### src/rtl/pwm_pkg.sv
// Shared PWM definitions: complementary-channel FSM states and default widths.
package pwm_pkg;

  localparam int unsigned PWM_WIDTH    = 10;
  localparam int unsigned PWM_DT_WIDTH = 6;

  typedef enum logic [1:0] {
    ST_OFF  = 2'd0,
    ST_DEAD = 2'd1,
    ST_HI   = 2'd2,
    ST_LO   = 2'd3
  } ch_state_e;

endpackage

### src/rtl/dead_time_ch.sv
// One complementary output pair: turns the raw compare into s/nots with a
// dead-time gap at every transition; pulses shorter than the dead time are swallowed.
module dead_time_ch
  import pwm_pkg::*;
#(
  parameter int unsigned DT_WIDTH = PWM_DT_WIDTH
) (
  input  logic                clk,
  input  logic                rst,
  input  logic                en,
  input  logic                cmp_s,
  input  logic [DT_WIDTH-1:0] dt_sh,
  output logic                s,
  output logic                nots
);

  ch_state_e           state_q, state_d;
  logic [DT_WIDTH-1:0] dtcnt_q, dtcnt_d;
  logic                cmp_q;
  logic                s_q, s_d;
  logic                nots_q, nots_d;

  always_ff @(posedge clk or posedge rst) begin
    if (rst) begin
      state_q <= ST_OFF;
      dtcnt_q <= '0;
      cmp_q   <= 1'b0;
      s_q     <= 1'b0;
      nots_q  <= 1'b0;
    end else begin
      state_q <= state_d;
      dtcnt_q <= dtcnt_d;
      cmp_q   <= cmp_s;
      s_q     <= s_d;
      nots_q  <= nots_d;
    end
  end

  // Any compare toggle inside DEAD restarts the gap; exit side follows cmp_s at expiry.
  always_comb begin
    state_d = state_q;
    dtcnt_d = dtcnt_q;
    unique case (state_q)
      ST_OFF: begin
        if (en) begin
          state_d = ST_DEAD;
          dtcnt_d = dt_sh;
        end
      end
      ST_DEAD: begin
        if (cmp_s != cmp_q) begin
          dtcnt_d = dt_sh;
        end else if (dtcnt_q == '0) begin
          state_d = cmp_s ? ST_HI : ST_LO;
        end else begin
          dtcnt_d = dtcnt_q - DT_WIDTH'(1);
        end
      end
      ST_HI: begin
        if (!cmp_s) begin
          state_d = ST_DEAD;
          dtcnt_d = dt_sh;
        end
      end
      ST_LO: begin
        if (cmp_s) begin
          state_d = ST_DEAD;
          dtcnt_d = dt_sh;
        end
      end
      default: state_d = ST_OFF;
    endcase
    if (!en) begin
      state_d = ST_OFF;
    end
    s_d    = (state_d == ST_HI);
    nots_d = (state_d == ST_LO);
  end

  assign s    = s_q;
  assign nots = nots_q;

endmodule

### src/rtl/pwm_deadtime_mc.sv
// Multi-channel complementary PWM: shared edge-aligned carrier, period-shadowed
// duty/dead-time registers and one dead-time channel per output pair.
module pwm_deadtime_mc
  import pwm_pkg::*;
#(
  parameter int unsigned N_CH     = 3,
  parameter int unsigned WIDTH    = PWM_WIDTH,
  parameter int unsigned DT_WIDTH = PWM_DT_WIDTH
) (
  input  logic                  clk,
  input  logic                  rst,
  input  logic                  en,
  input  logic [N_CH*WIDTH-1:0] d,
  input  logic [DT_WIDTH-1:0]   dt,
  output logic                  period_start,
  output logic [N_CH-1:0]       s,
  output logic [N_CH-1:0]       nots
);

  localparam logic [WIDTH-1:0] CNT_MAX = {WIDTH{1'b1}};

  logic [WIDTH-1:0]            cnt_q;
  logic                        en_q;
  logic                        first_en;
  logic                        load;
  logic [N_CH-1:0][WIDTH-1:0]  duty_sh_q;
  logic [DT_WIDTH-1:0]         dt_sh_q;
  logic [DT_WIDTH-1:0]         dt_cur;
  logic                        period_start_q;

  // On the first enabled cycle the shadows are still stale, so the live inputs are used.
  assign first_en = en & ~en_q;
  assign load     = en & ((cnt_q == CNT_MAX) | ~en_q);
  assign dt_cur   = first_en ? dt : dt_sh_q;

  always_ff @(posedge clk or posedge rst) begin
    if (rst) begin
      cnt_q          <= '0;
      en_q           <= 1'b0;
      duty_sh_q      <= '0;
      dt_sh_q        <= '0;
      period_start_q <= 1'b0;
    end else begin
      en_q           <= en;
      cnt_q          <= en ? cnt_q + WIDTH'(1) : '0;
      period_start_q <= en & (cnt_q == '0);
      if (load) begin
        duty_sh_q <= d;
        dt_sh_q   <= dt;
      end
    end
  end

  for (genvar k = 0; k < N_CH; k++) begin : g_ch
    logic [WIDTH-1:0] duty_cur;
    logic             cmp;

    assign duty_cur = first_en ? d[k*WIDTH +: WIDTH] : duty_sh_q[k];
    assign cmp      = (cnt_q < duty_cur);

    dead_time_ch #(
      .DT_WIDTH (DT_WIDTH)
    ) u_ch (
      .clk   (clk),
      .rst   (rst),
      .en    (en),
      .cmp_s (cmp),
      .dt_sh (dt_cur),
      .s     (s[k]),
      .nots  (nots[k])
    );
  end

  assign period_start = period_start_q;

endmodule

### config.mk
export PLATFORM = sky130hd
export DESIGN_NAME = pwm_deadtime_mc
export DESIGN_NICKNAME = d
export VERILOG_FILES = /design/src/rtl/pwm_pkg.sv /design/src/rtl/dead_time_ch.sv /design/src/rtl/pwm_deadtime_mc.sv
export SDC_FILE = /design/constraint.sdc
export NUM_CORES = 1
export LEC_CHECK = 0
export CAP_MARGIN = 20
export CORE_ASPECT_RATIO = 0.5
export CORE_UTILIZATION = 35
export DETAILED_ROUTE_END_ITERATION = 6
export PLACE_DENSITY_LB_ADDON = 0.3
export RECOVER_POWER = 100
export REMOVE_ABC_BUFFERS = 1
export SETUP_SLACK_MARGIN = 0.02
export SLEW_MARGIN = 5
export SYNTH_ARGS = -nofsm -noshare
export SYNTH_HDL_FRONTEND = slang
export SYNTH_SLANG_ARGS = --single-unit
### constraint.sdc
create_clock -name clk -period 3.8 [get_ports clk]
set_input_delay 0.76 -clock clk [delete_from_list [all_inputs] [get_ports clk]]
set_output_delay 0.76 -clock clk [all_outputs]
set_load 0.005 [all_outputs]
==> metrics.md, run 1 <==
| Metric | Value |
|---|---|
| GR Util All Layers | 0.1498 |
| IO Port Bufs | 45 |
| Core region area | 0.01355 sq mm |
| Synthesis-stage register bit count | 81 |
| Warnings, synthesis | 0 |
| Worst Reg-to-Reg Cells | 12 |
| Per-cell routed wire length | 14.09 microns |
| Residual DRC | 0 |
| Hold_buf cts | 0 |
| TritonCTS clock tree | done |
| Outcome | complete, but fails checks |
| Reg2reg end | g_ch[1].u_ch.dtcnt_q[0] |
| Cell Rows | 30 |
| Pre-CTS WS | -0.1836 ns |
| Largest net degree at the start of global routing | 36 |
| Total power divided by cell area | 435.1 mW/mm^2 |
| Worst Setup End Kind | flip-flop |
| Fin nets | 593 |
| EDFF count, synth | 0 |
| Post-synthesis cell type count | 62 |
| WS Path Type | input port to flip-flop |
| Worst VDD drop | 0.0001752 V |
| Initial Util | 0.3588 |
| Final Worst Setup Slack | 0.2244 ns |
| Synth-to-Final Area Change | 23.83% |
| Post-placement cell area | 0.005754 sq mm |
| Die X | 168.7 microns |
| Worst Hold Class | flip-flop to flip-flop |
| DRT antenna net count | 0 |
| Final WL | 10,130 microns |
| Chip height | 85.34 microns |
| Vias per std cell | 4.936 |
| Vias in the first global route | 3,461 |
| Final Max Tran Viols | 36 |
| # diodes | 0 |
| Static Leak | 0.002718 uW |
| Clock Skew | 0.006720 ns |
| Worst Max-Slew Pin Slew | 1.547 ns |
| # setup viols final | 0 |
| Congestion Overflow GR | 0 |
| CTS resizes | 0 |
| Final min period | 3.576 ns |
| Initial antenna violation count | 0 |
| Pre-antenna DRT Iters | 4 |
| Synthesized area | 0.004862 sq mm |
| Post-synth ARST share | 1.000 |
| Worst slew margin | -0.03696 |
| Root Buffer | clkbuf_16 |
| Req. time, crit path | 4.06 ns |
| Tcrit/Tclk final | 0.9409 |
| Crit path launch type | input port |
| Seq/Total Area, Yosys | 0.4169 |
| Setup bufs post-CTS | 0 |
| Maxcap violations | 1 |
| Setup TNS | 0 ns |
| CP startpoint | en |
| Total CTS buffers | 9 |
| CTS Sinks | 81 |
| Hpwl dp | 7624 microns |
| Max clock buf depth | 2 |
| Layout filler cell count | 1,269 |
| CTS H-tree lvls | 3 |
| Final GP Congestion | 0.8274 |
| Full die area | 0.01440 sq mm |
| Crit path max fanout | 13 |
| Commonest non-fill, non-tap cells in the layout | dfrtp_1 (81), mux2i_1 (48), mux2_2 (41) |
| Vias | 3,549 |
| Fmax | 279.7 MHz |
| Commonest non-fill, non-tap cell in the layout | dfrtp_1 |
| Syn Inst Count | 448 |
| Synth Area per Inst | 10.85 sq um |
| CP endpoint | g_ch[1].u_ch.dtcnt_q[0] |
| Failing checks | max-capacitance violations, max-slew violations |
| FF-to-FF Start | en_q |
| Cell area after layout | 0.006021 sq mm |
| Endpoints failing hold | 0 |
| Share of layout cells above drive strength 1 | 0.1935 |
| Finished Core Util | 0.4443 |
| Skew-Pair Late Insertion Delay | 0.33 ns |
| Worst path arrival time | 3.83 ns |
| RSZ-0062 raised after global routing | false |
| Starting DRT DRC Count | 163 |
| I/O Pins | 46 |
| Global-route wire length before repair | 17,060 microns |
| Reg2reg setup slack | 0.73 ns |
| Clock slew at reported path FFs | 0.06 ns |
| Primary FF master, synth | dfrtp_1 |
## registers in the layout, indices dropped and copies added (netlist names)
name               flops
cnt_q                 10
period_start           1
duty_sh_q             30
g_ch.u_ch.dtcnt_q     18
g_ch.u_ch.s            3
g_ch.u_ch.nots         3
g_ch.u_ch.state_q      6
dt_sh_q                6
en_q                   1
g_ch.u_ch.cmp_q        3
## where the power goes
| group | leakage, uW | switching [uW] | internal (uW) | total (uW) |
|---|---|---|---|---|
| clock network | 0.000144 | 334 | 525 | 859 |
| registers | 0.000980 | 113 | 1010 | 1130 |
| logic | 0.00159 | 300 | 334 | 634 |
| total | 0.00272 | 746 | 1870 | 2620 |
## per-layer routing
layer  GRT usage  routed length (microns)  vias to the layer above
met5           0                        0                        -
met4     0.03719                       90                        0
met3     0.03685                      295                        8
met2      0.2419                     4561                       36
met1      0.2017                     5186                     1720
li1            -                        -                     1785
## critical path, stage by stage
cell             delay, ns
clkdlybuf4s50_1       0.47
nor2b_4               0.20
buf_12                0.17
mux2i_1               0.21
ha_1                  0.26
buf_4                 0.13
a21oi_1               0.12
o21ai_0               0.14
nor3_4                0.34
xor2_1                0.19
a21o_1                0.25
a2111oi_0             0.40
o21bai_1              0.17
## stage by stage
stage          total power (uW)  hold WS [ns]  cells
2_1_floorplan              1562        0.4720    430
3_3_place_gp               1764        0.4852    703
3_5_place_dp               1784        0.4892    703
4_1_cts                    2662        0.5029    719
5_1_grt                    2783        0.5115    719
6_report                   2620        0.5008    719
## final cells by class
| class | count | area (sq um) | share of cell area |
|---|---|---|---|
| clock buffers | 13 | 250.2 | 0.04156 |
| clock inverters | 3 | 40.04 | 0.006650 |
| inverters | 25 | 95.09 | 0.01579 |
| multi-input cells | 324 | 2643 | 0.4389 |
| flip-flops and latches | 81 | 2027 | 0.3367 |
| well taps | 192 | 240.2 | 0.03990 |
| repair buffers | 81 | 725.7 | 0.1205 |
## cells by family (layout without fill, tap and decap cells)
family / after synthesis / count (layout) / synth area share
and+or+nand+nor: 118 / 118 / 0.1310
muxes: 92 / 92 / 0.2005
DFF: 81 / 81 / 0.4169
AOI/OAI and AO/OA: 72 / 72 / 0.1099
buffers and inverters: 43 / 122 / 0.04143
adders and majority gates: 32 / 32 / 0.08235
xor gates and xnor gates: 10 / 10 / 0.01801
## worst min-delay path by stage
stage                    end  cells after the start           from
2_1_floorplan  duty_sh_q[10]                      1  duty_sh_q[10]
3_3_place_gp   duty_sh_q[10]                      1  duty_sh_q[10]
3_5_place_dp   duty_sh_q[10]                      1  duty_sh_q[10]
4_1_cts        duty_sh_q[10]                      1  duty_sh_q[10]
5_1_grt         duty_sh_q[2]                      1   duty_sh_q[2]
6_report       duty_sh_q[10]                      1  duty_sh_q[10]
## synth_stat cells, drive strengths merged, types with 4 or more instances
cell type  count  share of area
dfrtp         81           0.42
mux2i         49           0.10
mux2          43           0.10
ha            32          0.082
nor2          30          0.026
inv           25          0.019
nand2         25          0.020
o21ai         16          0.016
nor3          13          0.016
a21oi         11          0.011
buf           11          0.017
nand3         10          0.010
clkbuf         7         0.0054
xor2           7          0.013
a211oi         6          0.013
nand2b         6         0.0077
a2111oi        5          0.010
a22oi          5         0.0077
and2           5         0.0064
and3           5         0.0064
nand4          5         0.0064
o211ai         5         0.0077
nor4           4         0.0064
o31ai          4          0.010
Power figures use the tool's default switching activity.
==> run 2: changes to the inputs <==
- CORE_UTILIZATION: 35 -> 40
==> metrics.md, run 2 (synthesized netlist as in run 1, its figures left out) <==
| Metric | Value |
|---|---|
| Outcome | complete, but fails checks (unchanged) |
| Failing checks | max-capacitance violations, max-slew violations (unchanged) |
| Max reg flops | 30 (unchanged) |
| CTS H-tree lvls | 3 (unchanged) |
| Req. time, crit path | 4.02 ns (was 4.06 ns) |
| # diodes | 0 (unchanged) |
| Worst Hold Class | flip-flop to flip-flop (unchanged) |
| Cell area after layout | 0.005991 sq mm (was 0.006021 sq mm) |
| Crit path max fanout | 8 (was 13) |
| Congestion Overflow GR | 0 (unchanged) |
| Pre-CTS WS | -0.2182 ns (was -0.1836 ns) |
| Skew-Pair Late Insertion Delay | 0.34 ns (was 0.33 ns) |
| Crit path launch type | input port (unchanged) |
| Chip height | 79.96 microns (was 85.34 microns) |
| Vias | 3,632 (was 3,549) |
| Endpoints failing hold | 0 (unchanged) |
| TritonCTS clock tree | done (unchanged) |
| Pre-antenna DRT Iters | 4 (unchanged) |
| IO Port Bufs | 45 (unchanged) |
| Reg with most FFs | duty_sh_q (unchanged) |
| Finished Core Util | 0.5059 (was 0.4443) |
| Synth-to-Final Area Change | 23.21% (was 23.83%) |
| Worst Setup End Kind | flip-flop (unchanged) |
| Global-route wire length before repair | 17,390 microns (was 17,060 microns) |
| Final min period | 3.593 ns (was 3.576 ns) |
| Tcrit/Tclk final | 0.9455 (was 0.9409) |
| Hpwl dp | 7399 microns (was 7624 microns) |
| Setup TNS | 0 ns (unchanged) |
| Final Max Tran Viols | 82 (was 36) |
| Reg2reg setup slack | 0.73 ns (about the same) |
| Total power divided by cell area | 426.0 mW/mm^2 (was 435.1 mW/mm^2) |
| Maxcap violations | 1 (unchanged) |
| Largest net degree at the start of global routing | 82 (was 36) |
| CP endpoint | g_ch[2].u_ch.dtcnt_q[3] (was g_ch[1].u_ch.dtcnt_q[0]) |
| Post-placement cell area | 0.005720 sq mm (was 0.005754 sq mm) |
| CP startpoint | en (unchanged) |
| Full die area | 0.01263 sq mm (was 0.01440 sq mm) |
| Total CTS buffers | 9 (unchanged) |
| Clock slew at reported path FFs | 0.06 ns (about the same) |
| Initial antenna violation count | 0 (unchanged) |
| Worst VDD drop | 0.0001814 V (was 0.0001752 V) |
| RSZ-0062 raised after global routing | false (unchanged) |
| Residual DRC | 0 (unchanged) |
| DRT antenna net count | 0 (unchanged) |
| Commonest non-fill, non-tap cells in the layout | dfrtp_1 (81), mux2i_1 (48), mux2_2 (41) (unchanged) |
| # setup viols final | 0 (unchanged) |
| Commonest non-fill, non-tap cell in the layout | dfrtp_1 (unchanged) |
| Initial Util | 0.4106 (was 0.3588) |
| Final GP Congestion | 0.7704 (was 0.8274) |
| CTS Sinks | 81 (unchanged) |
| I/O Pins | 46 (unchanged) |
| Static Leak | 0.002716 uW (was 0.002718 uW) |
| Fin nets | 594 (was 593) |
| Vias in the first global route | 3,572 (was 3,461) |
| Per-cell routed wire length | 14.60 microns (was 14.09 microns) |
| Root Buffer | clkbuf_16 (unchanged) |
| Starting DRT DRC Count | 237 (was 163) |
| Final Worst Setup Slack | 0.2070 ns (was 0.2244 ns) |
| Worst path arrival time | 3.81 ns (was 3.83 ns) |
| Top Registers | duty_sh_q (30), g_ch.u_ch.dtcnt_q (18), cnt_q (10) (unchanged) |
| Die X | 157.9 microns (was 168.7 microns) |
| Reg2reg end | g_ch[2].u_ch.dtcnt_q[3] (was g_ch[1].u_ch.dtcnt_q[0]) |
| WS Path Type | input port to flip-flop (unchanged) |
| Core region area | 0.01184 sq mm (was 0.01355 sq mm) |
| Clock Skew | 0.006067 ns (was 0.006720 ns) |
| Vias per std cell | 5.241 (was 4.936) |
| Fmax | 278.3 MHz (was 279.7 MHz) |
| Max clock buf depth | 2 (unchanged) |
| Worst Max-Slew Pin Slew | 2.010 ns (was 1.547 ns) |
| Share of layout cells above drive strength 1 | 0.2027 (was 0.1935) |
| Worst slew margin | -0.3400 (was -0.03696) |
| GR Util All Layers | 0.1787 (was 0.1498) |
| Final WL | 10,120 microns (was 10,130 microns) |
| Worst Reg-to-Reg Cells | 13 (was 12) |
| Cell Rows | 28 (was 30) |
| FF-to-FF Start | en_q (unchanged) |
==> run 2: cell count changes in the layout (fill, tap and decap cells not counted), moves of 2 or more <==
cell,previous run,this run
buf_4,28,25
a2111oi_1,2,4
and2_0,3,1
o21ai_1,1,3
nor3_1,12,10
a2111oi_0,2,0
nor3_2,0,2
clkbuf_2,2,4
o21ai_0,15,13
==> run 2: critical path: stages <==
cell and delay [ns]:
clkdlybuf4s50_1 0.49, nor2b_4 0.20, buf_4 0.22, mux2i_1 0.11
ha_1 0.33, nand4_1 0.17, nor3_2 0.23, o31ai_2 0.09
nand2_2 0.15, o21ai_0 0.11, nor4b_2 0.17, buf_4 0.17
or3_1 0.36, o22a_1 0.23
==> run 2: cell type report <==
cell class / count / area, sq um
multi-input cells: 324 / 2669
inverters: 25 / 95.09
clock buffers: 14 / 254.0
flip-flops and latches: 81 / 2027
fillers: 1109 / 5851
repair buffers: 82 / 725.7
well taps: 165 / 206.4
clock inverters: 2 / 13.76
==> run 2: how the worst min path moves through the flow <==
stage                       start             to  slack, ns  cells after the start
finish               duty_sh_q[7]   duty_sh_q[7]       0.50                      1
global route         duty_sh_q[6]   duty_sh_q[6]       0.52                      1
CTS                 duty_sh_q[18]  duty_sh_q[18]       0.50                      1
detailed placement  duty_sh_q[18]  duty_sh_q[18]       0.49                      1
global placement       dt_sh_q[2]     dt_sh_q[2]       0.48                      1
floorplan           duty_sh_q[10]  duty_sh_q[10]       0.47                      1
==> run 2: where the power goes <==
part           switching, uW  leakage [uW]  total (uW)  internal [uW]
clock                    327      0.000131         788            461
combinational            298       0.00160         633            335
sequential               117      0.000980        1130           1010
total                    742       0.00272        2550           1810
==> run 2: routing by layer <==
layer	wire, microns	GRT usage	share of wire
met3	322	0.04235	0.032
met2	4683	0.2960	0.46
met1	5013	0.2339	0.50
met4	95	0.04660	0.0094
met5	0	0	0
==> run 2: timing repair <==
item / 4_1_cts / 5_1_grt
hold buffers: 0 / 0
gates resized for setup: 0 / 14
buffers inserted: 0 / 1
hold endpoints to repair: 0 / 0
endpoints found under the setup margin: 0 / 18
==> run 2: metrics by stage <==
stage	std cells	hold WS, ns	power (uW)
2_1_floorplan	430	0.4720	1562
3_3_place_gp	676	0.4828	1762
3_5_place_dp	676	0.4912	1784
4_1_cts	692	0.5043	2590
5_1_grt	693	0.5150	2731
6_report	693	0.5029	2552
==> RTL change: new RTL, settings of run 2 <==
Make the reset (`rst`) synchronous in 2 clocked blocks.
--- a/src/rtl/dead_time_ch.sv
+++ b/src/rtl/dead_time_ch.sv
@@ -21,5 +21,5 @@
   logic                nots_q, nots_d;
 
-  always_ff @(posedge clk or posedge rst) begin
+  always_ff @(posedge clk) begin
     if (rst) begin
       state_q <= ST_OFF;
--- a/src/rtl/pwm_deadtime_mc.sv
+++ b/src/rtl/pwm_deadtime_mc.sv
@@ -34,5 +34,5 @@
   assign dt_cur   = first_en ? dt : dt_sh_q;
 
-  always_ff @(posedge clk or posedge rst) begin
+  always_ff @(posedge clk) begin
     if (rst) begin
       cnt_q          <= '0;
Check against the original RTL: differs if rst is asserted again (counterexample within 4 cycles, from zero or initial values and one cycle with rst high); with rst held inactive, the same outputs for 4 cycles.
==> RTL change against run 2 <==
The run ends with DRC left; sequential cell count unchanged; final cell count up 6.2%; global-route usage up 1.1 points; worst setup slack better by 0.047 ns; via count up 4.8%; non-clock buffer count up 7; synthesized area down 7.3%; design area down 4.4%; routed wire length up 7.2%; core utilization up 3.6 points; power down 12%; register-to-register slack worse by 0.29 ns; combinational power down 28%.
==> RTL change: results <==
[status]
status = finished with violations
violations = DRC

[min_path]
min-delay-start = duty_sh_q[22]$_SDFFE_PP0P_
min_to = duty_sh_q[22]$_SDFFE_PP0P_

[worst_setup_path]
cpMaxStageDelayCell = or3_1
cp_max_fo = 6
reg2reg_from = cnt_q[3]$_SDFF_PP0_
worst-r2r-setup-slack_ns = 0.44
endpoint = g_ch[1].u_ch.dtcnt_q[0]$_SDFFE_PP0P_
critical-path-top-delay-family = compound AO/OA/AOI/OAI gates
r2r_end = duty_sh_q[3]$_SDFFE_PP0P_

[logic_synthesis]
synth_common_cells = 90 x nand2_1, 81 x dfxtp_1, 67 x mux2i_1, 52 x a21oi_1, 38 x nor2_1
synthTopCellsByArea = dfxtp_1 36%, mux2i_1 15%, ha_1 8.9%, nand2_1 7.5%, a21oi_1 5.8%
synth_cell_types = 52
synth_compound_area_frac = 0.109

[placed_design]
dp_cells = 707
place_congestion = 0.789
hpwlAfterDp_um = 7290

[routing]
wl_met2_um = 4820
vias = 3808
wl_met1_um = 5460
firstDrtPassIters = 7
drt_iter0_markers = 200
post-route-drc-count = 1

[cells_and_area]
nets = 662
final-seq-area_mm2 = 0.00162
fillers = 964
nonClkBufAreaFrac = 0.142
clk_share = 0.0507
nonClockInverterCount = 13

[power_and_ir_drop]
p_seq_frac = 0.415
pwr.group.clock_uw = 867
power.leakage_uw = 0.00239

[grt]
grt_pass1_vias = 3685
use_met1 = 0.242
grt_max_degree = 59
-- RTL change: changes by cell type in the layout (fill, tap and decap cells not counted), moves of 5 or more --
cell / delta
mux2_2: -41
nand2_1: +67
mux2i_1: +17
a22oi_1: -5
dfrtp_1: -81
o211ai_1: -5
a21oi_1: +37
nor2_1: +10
buf_4: +8
dfxtp_1: +81
inv_1: -11
xnor2_1: +8
-- RTL change: stage by stage --
| step | worst slack [ns] | instance area, um2 | hold WS, ns | util |
|---|---|---|---|---|
| 2_1_floorplan | -1.73 | 4360 | 0.426 | - |
| 3_3_place_gp | -0.262 | 5240 | 0.438 | 0.496 |
| 3_5_place_dp | -0.309 | 5240 | 0.446 | 0.496 |
| 4_1_cts | 0.0204 | 5530 | 0.453 | 0.523 |
| 5_1_grt | 0.167 | 5730 | 0.472 | 0.542 |
| 6_report | 0.254 | 5730 | 0.453 | 0.542 |
-- RTL change: worst min-delay path, cell delays in order (launching register included) --
cell	delay, ns
dfxtp_1	0.31
nand2_1	0.05
a21oi_1	0.05
